[src/rtl/rv_sim_monitor.sv]
`default_nettype none
// ============================================================================
// Module   : rv_sim_monitor
// Purpose  : Observation-only run monitor placed beside the CPU. It snoops
//            the data-memory write bus and the PC debug port and decides the
//            PASS / FAIL / TIMEOUT / HANG verdict in hardware. It also
//            provides a byte console channel.
// Ports    : clk, reset            - clock, synchronous active-high reset
//            mem_we/addr/wdata/wmask - snooped data-memory write bus
//            pc_debug              - CPU program counter
//            done/pass/fail/timeout/hang - registered verdict flags (sticky)
//            status_code           - tohost value that ended the run
//            cycle_count           - RUN cycles elapsed, frozen at verdict
//            console_valid/data    - one-cycle pulse per console byte
// Revision : 1.0 - initial release
// ============================================================================
module rv_sim_monitor #(
  parameter logic [31:0] TOHOST_ADDR  = 32'h0000_1000,
  parameter logic [31:0] CONSOLE_ADDR = 32'h0000_1004,
  parameter int          MAX_CYCLES   = 200000,
  parameter int          HANG_CYCLES  = 1024,
  parameter int          CNT_W        = 32
) (
  input  logic             clk,
  input  logic             reset,
  input  logic             mem_we,
  input  logic [31:0]      mem_addr,
  input  logic [31:0]      mem_wdata,
  input  logic [3:0]       mem_wmask,
  input  logic [31:0]      pc_debug,
  output logic             done,
  output logic             pass,
  output logic             fail,
  output logic             timeout,
  output logic             hang,
  output logic [31:0]      status_code,
  output logic [CNT_W-1:0] cycle_count,
  output logic             console_valid,
  output logic [7:0]       console_data
);

  localparam logic [2:0] S_RUN     = 3'd0;
  localparam logic [2:0] S_PASS    = 3'd1;
  localparam logic [2:0] S_FAIL    = 3'd2;
  localparam logic [2:0] S_TIMEOUT = 3'd3;
  localparam logic [2:0] S_HANG    = 3'd4;

  // Addresses are compared on the word address only (byte offset ignored).
  localparam logic [31:0]      C_WORD_MASK = 32'hFFFF_FFFC;
  localparam logic [CNT_W-1:0] C_CYC_LAST  = CNT_W'(MAX_CYCLES - 1);
  localparam logic [CNT_W-1:0] C_HANG_LIM  = CNT_W'(HANG_CYCLES);
  localparam logic [CNT_W-1:0] C_ONE       = CNT_W'(1);
  localparam logic             C_HANG_EN   = (HANG_CYCLES > 0);

  logic [2:0]       state_q, state_d;
  logic [31:0]      shadow_q, shadow_d;
  logic [31:0]      status_q, status_d;
  logic [CNT_W-1:0] cycle_q, cycle_d;
  logic [CNT_W-1:0] stall_q, stall_d;
  logic [31:0]      last_pc_q, last_pc_d;
  logic             cvalid_q, cvalid_d;
  logic [7:0]       cdata_q, cdata_d;
  logic             done_q, pass_q, fail_q, timeout_q, hang_q;

  logic             w_run;
  logic             w_tohost_hit;
  logic             w_console_hit;
  logic [31:0]      w_merged;

  always_comb begin
    w_run         = (state_q == S_RUN);
    w_tohost_hit  = w_run && mem_we &&
                    ((mem_addr & C_WORD_MASK) == (TOHOST_ADDR & C_WORD_MASK));
    w_console_hit = w_run && mem_we && mem_wmask[0] &&
                    ((mem_addr & C_WORD_MASK) == (CONSOLE_ADDR & C_WORD_MASK));

    // Byte-lane merge of the write into the tohost shadow, so that a
    // sequence of sub-word stores builds up the full mailbox value.
    w_merged = shadow_q;
    for (int i = 0; i < 4; i++) begin
      if (mem_wmask[i]) begin
        w_merged[8*i +: 8] = mem_wdata[8*i +: 8];
      end
    end

    state_d   = state_q;
    shadow_d  = shadow_q;
    status_d  = status_q;
    cycle_d   = cycle_q;
    stall_d   = stall_q;
    last_pc_d = pc_debug;
    cvalid_d  = w_console_hit;
    cdata_d   = w_console_hit ? mem_wdata[7:0] : cdata_q;

    if (w_run) begin
      cycle_d = cycle_q + C_ONE;

      if (pc_debug == last_pc_q) begin
        if (stall_q != C_HANG_LIM) begin
          stall_d = stall_q + C_ONE;
        end
      end else begin
        stall_d = '0;
      end

      if (w_tohost_hit) begin
        shadow_d = w_merged;
        if (w_merged == 32'd1) begin
          state_d  = S_PASS;
          status_d = w_merged;
        end else if (w_merged != 32'd0) begin
          state_d  = S_FAIL;
          status_d = w_merged;
        end
      end

      // Lower-priority verdicts apply only if tohost left us in RUN.
      if (state_d == S_RUN) begin
        if (C_HANG_EN && (stall_d == C_HANG_LIM)) begin
          state_d = S_HANG;
        end else if (cycle_q == C_CYC_LAST) begin
          state_d = S_TIMEOUT;
        end
      end
    end
  end

  always_ff @(posedge clk) begin
    if (reset) begin
      state_q   <= S_RUN;
      shadow_q  <= '0;
      status_q  <= '0;
      cycle_q   <= '0;
      stall_q   <= '0;
      last_pc_q <= '0;
      cvalid_q  <= 1'b0;
      cdata_q   <= '0;
      done_q    <= 1'b0;
      pass_q    <= 1'b0;
      fail_q    <= 1'b0;
      timeout_q <= 1'b0;
      hang_q    <= 1'b0;
    end else begin
      state_q   <= state_d;
      shadow_q  <= shadow_d;
      status_q  <= status_d;
      cycle_q   <= cycle_d;
      stall_q   <= stall_d;
      last_pc_q <= last_pc_d;
      cvalid_q  <= cvalid_d;
      cdata_q   <= cdata_d;
      // Flags are decoded from the next state so they line up with state_q.
      done_q    <= (state_d != S_RUN);
      pass_q    <= (state_d == S_PASS);
      fail_q    <= (state_d == S_FAIL);
      timeout_q <= (state_d == S_TIMEOUT);
      hang_q    <= (state_d == S_HANG);
    end
  end

  assign done          = done_q;
  assign pass          = pass_q;
  assign fail          = fail_q;
  assign timeout       = timeout_q;
  assign hang          = hang_q;
  assign status_code   = status_q;
  assign cycle_count   = cycle_q;
  assign console_valid = cvalid_q;
  assign console_data  = cdata_q;

endmodule
`default_nettype wire
[config.mk]
export PLATFORM = sky130hd
export DESIGN_NAME = rv_sim_monitor
export DESIGN_NICKNAME = d
export VERILOG_FILES = /design/src/rtl/rv_sim_monitor.sv
export SDC_FILE = /design/constraint.sdc
export NUM_CORES = 1
export LEC_CHECK = 0
export CAP_MARGIN = 30
export CORE_MARGIN = 10
export CORE_UTILIZATION = 55
export CTS_BUF_LIST = sky130_fd_sc_hd__clkbuf_2 sky130_fd_sc_hd__clkbuf_4 sky130_fd_sc_hd__clkbuf_8
export CTS_CLUSTER_SIZE = 14
export DETAILED_ROUTE_END_ITERATION = 6
export GPL_TIMING_DRIVEN = 0
export PLACE_DENSITY_LB_ADDON = 0.05
export SYNTH_ARGS = -nofsm -noshare
export SYNTH_HDL_FRONTEND = slang
export SYNTH_SLANG_ARGS = --single-unit
export TNS_END_PERCENT = 1
[constraint.sdc]
create_clock -name clk -period 5.2 [get_ports clk]
set_input_delay 0.52 -clock clk [delete_from_list [all_inputs] [get_ports clk]]
set_output_delay 0.52 -clock clk [all_outputs]
set_load 0.005 [all_outputs]
Word-level counts from Yosys, hierarchy flattened
Index checks and enable logic that the tools add are counted.

word-level totals
  flip-flop bits (word level) = 177
  latch bits = 0
  RAM bits = 0
  ROM bits = 0
  output and inout port bits = 78
  logic and storage cells = 54
  memories kept = 0

cells by class
  add/subtract/negate cells = 2
  multiply operators = 0
  div/mod/pow operators = 0
  magnitude comparators = 0
  equal/unequal tests = 11
  shift operators = 0
  mux-type cells = 17
  bitwise gates (word level) = 0
  reduce and logical (&&, ||, !) cells = 11

operators with widths
  operator               count
  $mux 32                5
  $add 32x1->32 const B  2
  $eq 30x11->1 const B   2
  $eq 32x1->1 const B    1
  $eq 32x11->1 const B   1
  $eq 32x18->1 const B   1
  $eq 32x32->1           1
  $mux 8                 4
  $ne 32x11->1 const B   1
  $reduce_bool 32->1     1
  $mux 3                 8
  $eq 3x2->1 const B     2
  $logic_not 3->1        2
  $logic_and 1x1->1      4
  $eq 3x1->1 const B     1
  $eq 3x3->1 const B     1
  $reduce_and 3->1       1
  $reduce_bool 3->1      1
  $reduce_and 2->1       1
  $reduce_bool 2->1      1

Longest topological paths before layout
  word-level depth = 11
  mapped depth = 10
  gate-level depth less buffers = 9

Worst setup path after synthesis
OpenSTA, ideal clock, no wires.

  path type = register to register
  start point = register stall_q[0]
  end point = register timeout_q (netlist: timeout)
  setup time = 0.132 ns
  arrival time = 2.637 ns
  setup slack = 2.431 ns
  stages on the path, launching flop included = 11
  path buffers = 1
  clock period less this slack = 2.769 ns
  path through = dfxtp_1 -> clkbuf_1 -> inv_1 -> ha_1 -> nor4b_1 -> nand4_1 -> or4_1 -> a2bb2o_4 -> or4_4 -> nor4b_4 -> o211ai_1

on the way
  word-level cells in the longest chain between the ends = 9
  elaborated cells on any way between the ends = 10

ends and longest elaborated chain
  element                                        RTL line  RTL
  from (decl)                                    59        logic [CNT_W-1:0] stall_q, stall_d;
  from (signal assigned)                         148       stall_q <= stall_d;
  $add 32x1->32 or $ne 32x11->1 (tied branches)  100, 99
  $mux 32 (*)                                    99        if (stall_q != C_HANG_LIM) begin
  $mux 32 (*)                                    98        if (pc_debug == last_pc_q) begin
  $mux 32 (*)                                    95        if (w_run) begin
  $eq 32x11->1 (*)                               119       if (C_HANG_EN && (stall_d == C_HANG_LIM)) begin
  $mux 3 (*)                                     119
  $mux 3 (*)                                     118       if (state_d == S_RUN) begin
  $mux 3 (*)                                     95
  $eq 3x2->1 (*)                                 156       timeout_q <= (state_d == S_TIMEOUT);
  to (signal assigned)                           156
  to (decl)                                      63        logic done_q, pass_q, fail_q, timeout_q, hang_q;

Mark *: on every way between the ends. The rest lies on a longest branch, timed or not. The select of a mux whose other input is x is not followed.
A chain may end at the register's enable or synchronous reset.

Worst setup path after layout
  start point = register stall_q[1]
  end point = register done_q (netlist: done)

on the way
  word-level cells in the longest chain between the ends = 9
  elaborated cells on any way between the ends = 10

ends and longest elaborated chain
  element                                        RTL line  RTL
  $add 32x1->32 or $ne 32x11->1 (tied branches)  100, 99
  $mux 32 (*)                                    99
  $mux 32 (*)                                    98
  $mux 32 (*)                                    95
  $eq 32x11->1 (*)                               119
  $mux 3 (*)                                     119
  $mux 3 (*)                                     118
  $mux 3 (*)                                     95
  $reduce_bool 3->1 (*)                          153       done_q <= (state_d != S_RUN);
  to (signal assigned)                           153
  to (decl)                                      63

Marks and branches as above.

==> flow_metrics.env <==
export IMPL_status="finished clean"
export IMPL_dpl_cell_area_um2=10900
export IMPL_grt_ovfl_total=0
export IMPL_use_met1=0.316
export IMPL_path_max_fanout=10
export IMPL_register_area_um2=3540
export IMPL_rr_endpoint="done$_SDFF_PP0_"
export IMPL_synth_area_per_cell_um2=8.38
export IMPL_combPwrFrac=0.075
export IMPL_path_clk_slew_ns=0.10
export IMPL_placedCellCount=1451
export IMPL_worstSetupEndpointType="flop"
export IMPL_fp_dieArea_um2=21500
export IMPL_start_kind="flop"
export IMPL_hold_viol_final=0
export IMPL_fin_crit_ns=3.53
export IMPL_clkPwrFrac=0.416
export IMPL_setup_violations=0
export IMPL_wl_per_cell_um=18.2
export IMPL_hp_class="flop to flop"
export IMPL_stdcell_area_um2=11400
export IMPL_portBuffers=178
export IMPL_finalNonFillerCells=1482
export IMPL_fmax_mhz=283
export IMPL_cts_sinks=177
export IMPL_yosysUniqueCellTypes=64
export IMPL_syn_nets=1159
export IMPL_layout_drive_gt1_share=0.0774
export IMPL_start_util=0.557
export IMPL_drc=0
export IMPL_h_tree_depth=4
export IMPL_setup_tns_final_ns=0
export IMPL_ios=181
export IMPL_num_fill_cells=1321
export IMPL_power_density_nw_per_um2=238
export IMPL_pwr_share_seq=0.509
export IMPL_drt_wl_total_um=26900
export IMPL_grt_pass1_wl_um=43300
export IMPL_max_slew_margin_rel=0.324
export IMPL_busiest_layer="met2"
export IMPL_dp_hpwl_um=20300
export IMPL_crit_type="flop to flop"
export IMPL_fin_worst_skew_ns=0.0134
export IMPL_peakVddDrop_mv=0.186
export IMPL_syn_inst=1053
export IMPL_required_ns=5.57
export IMPL_min_to="status_code[11]$_SDFFE_PP0P_"
export IMPL_coreArea_um2=15800
export IMPL_cts_tree="built"
export IMPL_r2r_start="stall_q[1]$_SDFFE_PP0N_"
export IMPL_grt_use_met2=0.381
export IMPL_power_switching_mw=0.627
export IMPL_syn_area_um2=8820
export IMPL_synth_most_common_cell="dfxtp_1"
export IMPL_synth_edf_count=0
export IMPL_postCtsSetupBuffers=0
export IMPL_routed_via_density=5.77
export IMPL_synthTopCellsByCount="dfxtp_1 (177), nand2_1 (113), nor2_1 (111), a21oi_1 (74), clkbuf_1 (55)"
export IMPL_yosys_warnings=0
export IMPL_antenna_cells=0
export IMPL_rsz0062_at_grt="false"
export IMPL_p_int_mw=2.08
export IMPL_yosysSeqAreaShare=0.402
export IMPL_cts_resized=0
export IMPL_slew_violations=0
export IMPL_hp_start="status_code[11]$_SDFFE_PP0P_"
export IMPL_root_buffer="clkbuf_8"
export IMPL_multiInputGateArea_um2=4950
export IMPL_grtUsageMet3=0.0785
export IMPL_cts_made_buffers=17
export IMPL_antenna_found_initial=0
export IMPL_hold_depth=2
export IMPL_tightest_slew_ns=0.998
export IMPL_routabilityCongestion=0.973
export IMPL_via_count=8550
export IMPL_arrival_ns=3.90
export IMPL_cts_max_path_buffers=2
export IMPL_layout_area_overhead_vs_synth_pct=28.8
export IMPL_die_w_um=147
export IMPL_fp_dieH_um=147
export IMPL_holdBufCountCts=0
export IMPL_grt_usage=0.246
export IMPL_post_route_period_util=0.679
export IMPL_synth_area_leaders="dfxtp_1 (40%), mux2i_1 (5.0%), xnor2_1 (4.9%), nand2_1 (4.8%), nor2_1 (4.7%)"
export IMPL_clk_latency_ns=0.47
export IMPL_drv_cap=0
export IMPL_detail_route_first_pass_iterations=5
export IMPL_first_iter_violations=592
export IMPL_rows=46
export IMPL_postRouteAntennaNets=0
export IMPL_async_flop_share=0
export IMPL_swShare=0.231
export IMPL_p_leak_nw=3.81
export IMPL_grt_pass1_vias=8269
export IMPL_fin_util=0.718
export IMPL_nets=1360
export IMPL_synth_top_area_share=0.402
export IMPL_yosys_area_top_type="dfxtp_1"
export IMPL_grt_max_degree=17
export IMPL_ys_ff_latch=177
export IMPL_synthFlopType="dfxtp_1"
export IMPL_ff2ff_path_depth=9
export IMPL_rrSetupSlack_ns=1.67
[placed cells by master (no fill, tap or decap), types with 10 or more instances in the layout]
cell type        instances
nand3_1                 31
a21oi_1                 74
dfxtp_1                177
nor2_1                 111
nand4_1                 43
nor4_1                  54
o21ai_0                 43
mux2i_1                 44
clkdlybuf4s50_1        178
mux2_2                  35
or3_1                   17
xnor2_1                 49
nand2_1                113
or4_1                   10
nor2b_1                 35
xor2_1                  23
nor3_1                  24
inv_1                   12
clkbuf_8                18
clkbuf_1                55
[critical path, stage by stage (launching register included)]
cell and delay (ns):
dfxtp_1 0.49, ha_1 0.39, nand2_1 0.25, or4_1 0.51, clkbuf_1 0.22, nor3_1 0.51, xor2_1 0.27, nor4_1 0.33
nand4b_1 0.19, a21oi_1 0.26
[how the worst max path moves through the flow]
| stage | startpoint | endpoint | depth (start not counted) |
|---|---|---|---|
| 6_report | stall_q[1]$_SDFFE_PP0N_ | done$_SDFF_PP0_ | 9 |
| 5_1_grt | stall_q[1]$_SDFFE_PP0N_ | done$_SDFF_PP0_ | 9 |
| 4_1_cts | mem_wmask[2] | status_code[21]$_SDFFE_PP0P_ | 9 |
| 3_5_place_dp | mem_wmask[2] | status_code[21]$_SDFFE_PP0P_ | 9 |
| 3_3_place_gp | pc_debug[29] | stall_q[15]$_SDFFE_PP0N_ | 9 |
| 2_1_floorplan | stall_q[0]$_SDFFE_PP0N_ | timeout$_SDFF_PP0_ | 10 |
[stage by stage]
step           total power [mW]  hold slack (ns)  setup slack (ns)
2_1_floorplan              1.49            0.448              2.43
3_3_place_gp               1.61            0.439             0.994
3_5_place_dp               1.61            0.442              1.31
4_1_cts                    2.72            0.455              1.69
5_1_grt                    2.79            0.478              1.44
6_report                   2.71            0.453              1.67
[flip-flops by register name (all words and copies together), names as in the netlist]
signal / cells
done: 1
status_code: 32
state_q: 3
fail: 1
stall_q: 32
cycle_count: 32
shadow_q: 32
console_valid: 1
console_data: 8
last_pc_q: 32
timeout: 1
hang: 1
pass: 1
[area by class of cell]
class	count	area share
multi-input cells	796	0.436
flip-flops and latches	177	0.312
repair buffers	182	0.159
plain buffers	68	0.0250
well taps	216	0.0238
clock buffers	18	0.0218
clock inverters	13	0.0196
inverters	12	0.00396
[power groups by stage]
stage          combinational (mW)  sequential [mW]  clock [mW]
2_1_floorplan              0.0829             1.41           0
3_3_place_gp                0.201             1.41           0
3_5_place_dp                0.203             1.41           0
4_1_cts                     0.205             1.38        1.14
5_1_grt                     0.221             1.38        1.19
6_report                    0.205             1.38        1.13
[kinds of logic after synthesis]
| family | Yosys count | synth area share |
|---|---|---|
| AND/OR/NAND/NOR | 491 | 0.292 |
| AO/OA/AOI/OAI | 151 | 0.0990 |
| multiplexers | 79 | 0.0946 |
| XOR/XNOR | 72 | 0.0715 |
| buffers and inverters | 80 | 0.0373 |
| flip-flops | 177 | 0.402 |
| adder cells (fa/ha/maj) | 3 | 0.00426 |
[per-layer routing]
metal / vias up / routed length, µm
li1: 4153 / -
met1: 3987 / 12000
met2: 363 / 12000
met3: 47 / 2360
met4: 0 / 589
met5: - / 0
(Power assumes the default switching activity.)
==> variant 1 (same flow settings) <==
The parameter `CNT_W` goes from 32 to 16.
--- a/src/rtl/rv_sim_monitor.sv
+++ b/src/rtl/rv_sim_monitor.sv
@@ -19,7 +19,7 @@
   parameter logic [31:0] CONSOLE_ADDR = 32'h0000_1004,
   parameter int          MAX_CYCLES   = 200000,
   parameter int          HANG_CYCLES  = 1024,
-  parameter int          CNT_W        = 32
+  parameter int          CNT_W        = 16
 ) (
   input  logic             clk,
   input  logic             reset,
Ports: changed (resized cycle_count); port bits go from 181 to 165. No check against the original RTL was run, so the function may have changed too.
==> variant 1 against the original RTL <==
Non-clock buffer count is 37 lower; wire length fell by 29%; final cell count shrank 26%; setup slack better by 0.17 ns; sequential cell count decreased by 32; synthesized area is 26% lower; final area is 23% lower; count of clock-buffer cells in the layout shrank 1; total power down 16%; critical path type unchanged.
==> variant 1: results (changes against the original RTL) <==
| Metric | Value |
|---|---|
| Outcome | `finished clean (unchanged)` |
| Max clock buf depth | `2 (unchanged)` |
| Share of cells above drive strength 1 | `4.64% (was 7.74%)` |
| Synth async-reset ratio | `0% (unchanged)` |
| Count of cell types in the netlist | `49 (was 64)` |
| Synth top area cells | `dfxtp_1 (44%), mux2i_1 (6.6%), a21oi_1 (6.4%) (was dfxtp_1 (40%), mux2i_1 (5.0%), xnor2_1 (4.9%))` |
| Worst-Margin Slew | `0.935 ns (was 0.998 ns)` |
| DP Area | `8360 um^2 (was 10900 um^2)` |
| Cts repair resizes | `0 (unchanged)` |
| Drt pass-1 iters | `5 (unchanged)` |
| First-pass GRT wire length | `30200 um (was 43300 um)` |
| Routed WL | `19000 um (was 26900 um)` |
| H-tree depth | `4 (unchanged)` |
| Pleak | `3.00 nW (was 3.81 nW)` |
| Warnings, synthesis | `0 (unchanged)` |
| Initial antenna violation count | `0 (unchanged)` |
| Via/cell ratio | `5.69 (was 5.77)` |
| Syn_nets | `862 (was 1159)` |
| Clk slew on worst S/H paths | `0.08 ns (was 0.10 ns)` |
| Placed cells | `1060 (was 1451)` |
| Clock skew | `0.0102 ns (was 0.0134 ns)` |
| Min-delay worst type | `flop to flop (unchanged)` |
| Routability cong. | `0.885 (was 0.973)` |
| Pin count of the biggest net entering global routing | `17 (unchanged)` |
| Top cells by count, synth | `dfxtp_1 (145), nand2_1 (94), a21oi_1 (84) (was dfxtp_1 (177), nand2_1 (113), nor2_1 (111))` |
| CTS root buf | `clkbuf_8 (unchanged)` |
| Clock latency on the worst-skew pair | `0.45 ns (was 0.47 ns)` |
| Vias in the first global route | `6206 (was 8269)` |
| Peak fanout along the critical path | `10 (unchanged)` |
| Nets@finish | `1042 (was 1360)` |
| Seq/Total Area, Yosys | `44.2% (was 40.2%)` |
| Layout fillers | `859 (was 1321)` |
| Antenna diodes | `0 (unchanged)` |
| DP HPWL | `14700 um (was 20300 um)` |
| Drt initial violations | `487 (was 592)` |
| Port buffer count | `158 (was 178)` |
| Setup bufs post-CTS | `0 (unchanged)` |
| GRT Total Usage | `22.4% (was 24.6%)` |
| Peak supply drop | `0.223 mV (was 0.186 mV)` |
| Syn_area_per_cell | `8.69 um^2 (was 8.38 um^2)` |
| TritonCTS buffer count | `17 (unchanged)` |
| WP data arrival | `3.71 ns (was 3.90 ns)` |
| WL/cell | `17.4 um (was 18.2 um)` |
[variant 1: per-layer routing]
layer  track usage (%)  share of wire (%)
met1              26.0                 42
met2              37.8                 49
met3              7.91                8.5
met4              7.09                1.3
met5                 0                  0
[variant 1: through the flow]
step	worst slack (ns)	hold WS, ns
2_1_floorplan	2.46	0.431
3_3_place_gp	1.16	0.438
3_5_place_dp	1.56	0.452
4_1_cts	1.89	0.462
5_1_grt	1.62	0.483
6_report	1.84	0.463
[variant 1: critical path, stage by stage, from the launching register on]
cell and delay, ns:
dfxtp_1 0.33, nor3_1 0.44, nand3_1 0.31, nor4_2 0.84, clkbuf_1 0.47, clkbuf_1 0.39, a21oi_1 0.16, a311oi_1 0.31
[variant 1: power breakdown]
part           switching, mW  internal, mW
Sequential           0.00843          1.12
Combinational         0.0837         0.112
Clock                  0.461         0.481
Total                  0.553          1.72
[variant 1: worst paths after layout]
| path | depth (start not counted) | startpoint | end | slack [ns] |
|---|---|---|---|---|
| setup reg to reg | 7 | state_q[0] | status_code[9] | 1.84 |
| hold reg to reg | 2 | shadow_q[6] | shadow_q[6] | 0.46 |
| hold / removal | 2 | shadow_q[6] | shadow_q[6] | 0.46 |
| setup / recovery | 7 | state_q[0] | status_code[9] | 1.84 |
[variant 1: kinds of logic (layout without fill, tap and decap cells)]
family	count (synthesis)	in the layout	synth area share [%]
simple gates	306	306	24.4
fa+ha+maj	3	3	0.572
compound gates	150	150	13.9
buf+inv	58	251	3.43
xor+xnor	50	50	6.67
flops	145	145	44.2
mux	44	44	6.73
[variant 1: layout make-up]
| type | count | area [um^2] | share of cell area, % |
|---|---|---|---|
| Tap cell | 143 | 179 | 2.04 |
| Clock inverter | 15 | 183 | 2.08 |
| Sequential cell | 145 | 2900 | 33.1 |
| Inverter | 6 | 22.5 | 0.257 |
| Clock buffer | 17 | 234 | 2.67 |
| Buffer | 52 | 203 | 2.31 |
| Timing Repair Buffer | 161 | 1600 | 18.3 |
| Multi-Input combinational cell | 553 | 3440 | 39.3 |
==> variant 2 (config.mk and constraints unchanged) <==
Without the edit above. `cdata_q` no longer has a reset.
--- a/src/rtl/rv_sim_monitor.sv
+++ b/src/rtl/rv_sim_monitor.sv
@@ -134,7 +134,6 @@
       stall_q   <= '0;
       last_pc_q <= '0;
       cvalid_q  <= 1'b0;
-      cdata_q   <= '0;
       done_q    <= 1'b0;
       pass_q    <= 1'b0;
       fail_q    <= 1'b0;
@@ -148,7 +147,6 @@
       stall_q   <= stall_d;
       last_pc_q <= last_pc_d;
       cvalid_q  <= cvalid_d;
-      cdata_q   <= cdata_d;
       // Flags are decoded from the next state so they line up with state_q.
       done_q    <= (state_d != S_RUN);
       pass_q    <= (state_d == S_PASS);
@@ -156,6 +154,10 @@
       timeout_q <= (state_d == S_TIMEOUT);
       hang_q    <= (state_d == S_HANG);
     end
+  end
+
+  always_ff @(posedge clk) begin
+    cdata_q <= cdata_d;
   end
 
   assign done          = done_q;
Function: changed (a bounded check fails within 4 cycles, from zero or initial values and one cycle with reset high).
==> variant 2 against the original RTL <==
Wire length shrank 9.9%; via count shrank 5.7%; final area shrank 4.2%; sequential cell count is the same; utilization grew 0.060 points; synthesized area shrank 3.7%; total power shrank 8.1%; global-route usage shrank 1.6 points; highest routed layer unchanged; non-clock buffer count shrank 5; setup slack lost 0.020 ns.
==> variant 2: results (changes against the original RTL) <==
| Metric | Value |
|---|---|
| Top cells by count, synth | `dfxtp_1 (169), nand2_1 (117), nor2_1 (104) (was dfxtp_1 (177), nand2_1 (113), nor2_1 (111))` |
| FF-to-FF End | `status_code[6] (was done)` |
| Worst R2R Setup Slack | `1.65 ns (was 1.67 ns)` |
| Crit-path slowest cell | `nor4_1 (was or4_1)` |
| Count of cell types in the netlist | `59 (was 64)` |
| Pre-CTS WS | `1.53 ns (was 1.31 ns)` |
| WP data arrival | `3.88 ns (was 3.90 ns)` |
| Drt initial violations | `669 (was 592)` |
| Seq/Total Area, Yosys | `42.6% (was 40.2%)` |
| CTS root buf | `clkbuf_8 (unchanged)` |
| Drt pass-1 iters | `5 (unchanged)` |
| Pin count of the biggest net entering global routing | `18 (was 17)` |
| Outcome | `finished clean (unchanged)` |
| Routability cong. | `0.947 (was 0.973)` |
| Cts repair resizes | `0 (unchanged)` |
| FF-to-FF path depth | `7 (was 9)` |
| Share of cells above drive strength 1 | `6.99% (was 7.74%)` |
| Vias in the first global route | `7773 (was 8269)` |
| Top cell type's share of synthesized area | `39.8% (was 40.2%)` |
| Synth async-reset ratio | `0% (unchanged)` |
| WL/cell | `17.3 um (was 18.2 um)` |
| Min-Delay Endpoint | `status_code[0] (was status_code[11])` |
| Min-delay worst type | `flop to flop (unchanged)` |
| Max-slew headroom | `39.1% (was 32.4%)` |
| Peak fanout along the critical path | `10 (unchanged)` |
| Crit-path max cell delay | `0.76 ns (was 0.51 ns)` |
| Worst hold margin | `0.454 ns (was 0.453 ns)` |
| Clk slew on worst S/H paths | `0.10 ns (about the same)` |
| Clock skew | `0.0146 ns (was 0.0134 ns)` |
| Nets@finish | `1309 (was 1360)` |
| Syn_nets | `1112 (was 1159)` |
| DP Area | `10500 um^2 (was 10900 um^2)` |
| Hold path startpoint | `status_code[0] (was status_code[11])` |
| Clock latency on the worst-skew pair | `0.47 ns (about the same)` |
| Hold depth | `2 (unchanged)` |
| R2R Path Start | `state_q[1] (was stall_q[1])` |
| First-pass GRT wire length | `38800 um (was 43300 um)` |
| TritonCTS buffer count | `17 (unchanged)` |
| Vias | `8066 (was 8550)` |
| Setup bufs post-CTS | `0 (unchanged)` |
| Pleak | `3.58 nW (was 3.81 nW)` |
| EDFF count, synth | `8 (was 0)` |
| Initial antenna violation count | `0 (unchanged)` |
| H-tree depth | `4 (unchanged)` |
| Peak supply drop | `0.181 mV (was 0.186 mV)` |
| Top_reg_cell synth | `dfxtp_1 (unchanged)` |
| Port buffer count | `177 (was 178)` |
| Max clock buf depth | `2 (unchanged)` |
| DP HPWL | `18300 um (was 20300 um)` |
| Multi-input logic area | `4560 um^2 (was 4950 um^2)` |
| Layout fillers | `1214 (was 1321)` |
| GRT Total Usage | `22.9% (was 24.6%)` |
| Synth top area cells | `dfxtp_1 (40%), nand2_1 (5.2%), xnor2_1 (5.2%) (was dfxtp_1 (40%), mux2i_1 (5.0%), xnor2_1 (4.9%))` |
| CP delay by family, top | `simple AND/OR/NAND/NOR gates (unchanged)` |
| Warnings, synthesis | `0 (unchanged)` |
| Antenna diodes | `0 (unchanged)` |
-- variant 2: worst reg2reg max path, stage by stage (launching register included) --
cell	delay, ns
dfxtp_1	0.40
nor3_1	0.71
nand3_1	0.25
nor4_1	0.76
clkbuf_1	0.47
o21a_1	0.30
buf_1	0.39
a211oi_1	0.14
-- variant 2: area by class of cell --
cell class                      instances  area share [%]
Sequential cell                       177            33.3
Tap cell                              188            2.16
Clock buffer                           18            2.22
Timing Repair Buffer                  178            16.3
Clock inverter                         14            1.14
Inverter                                9           0.310
Multi-Input combinational cell        753            41.9
Buffer                                 67            2.68
-- variant 2: cells by family (layout without fill, tap and decap cells) --
logic type	Yosys count	in the layout	share of synthesized area [%]
mux	55	55	6.71
simple gates	457	457	27.9
compound gates	168	168	11.2
fa+ha+maj	3	3	0.442
buf+inv	76	286	3.83
flops	177	177	42.6
xor+xnor	70	70	7.21
-- variant 2: per-layer routing --
layer | GRT usage, % | vias up | share of wire [%]
li1 | - | 3972 | -
met1 | 27.9 | 3720 | 42
met2 | 38.8 | 341 | 47
met3 | 5.67 | 33 | 8.7
met4 | 7.45 | 0 | 1.5
met5 | 0 | - | 0
-- variant 2: stage by stage --
| step | total power [mW] | instances |
|---|---|---|
| finish | 2.49 | 1404 |
| global route | 2.56 | 1404 |
| CTS | 2.50 | 1404 |
| detailed placement | 1.62 | 1372 |
| global placement | 1.62 | 1371 |
| floorplan | 1.50 | 1006 |
-- variant 2: report_power, final --
part	internal, mW	switching (mW)
registers	1.38	0.00841
logic	0.117	0.0843
clock network	0.351	0.549
total	1.85	0.642
-- variant 2: how the worst max path moves through the flow --
| stage | endpoint | slack (ns) | start | depth (start not counted) |
|---|---|---|---|---|
| after floorplan | done | 2.56 | stall_q[1] | 10 |
| after global placement | status_code[7] | 1.52 | mem_addr[26] | 8 |
| after detailed placement | status_code[7] | 1.53 | mem_addr[26] | 8 |
| after CTS | status_code[7] | 1.69 | state_q[1] | 7 |
| after global routing | status_code[6] | 1.41 | state_q[1] | 7 |
| final | status_code[6] | 1.65 | state_q[1] | 7 |
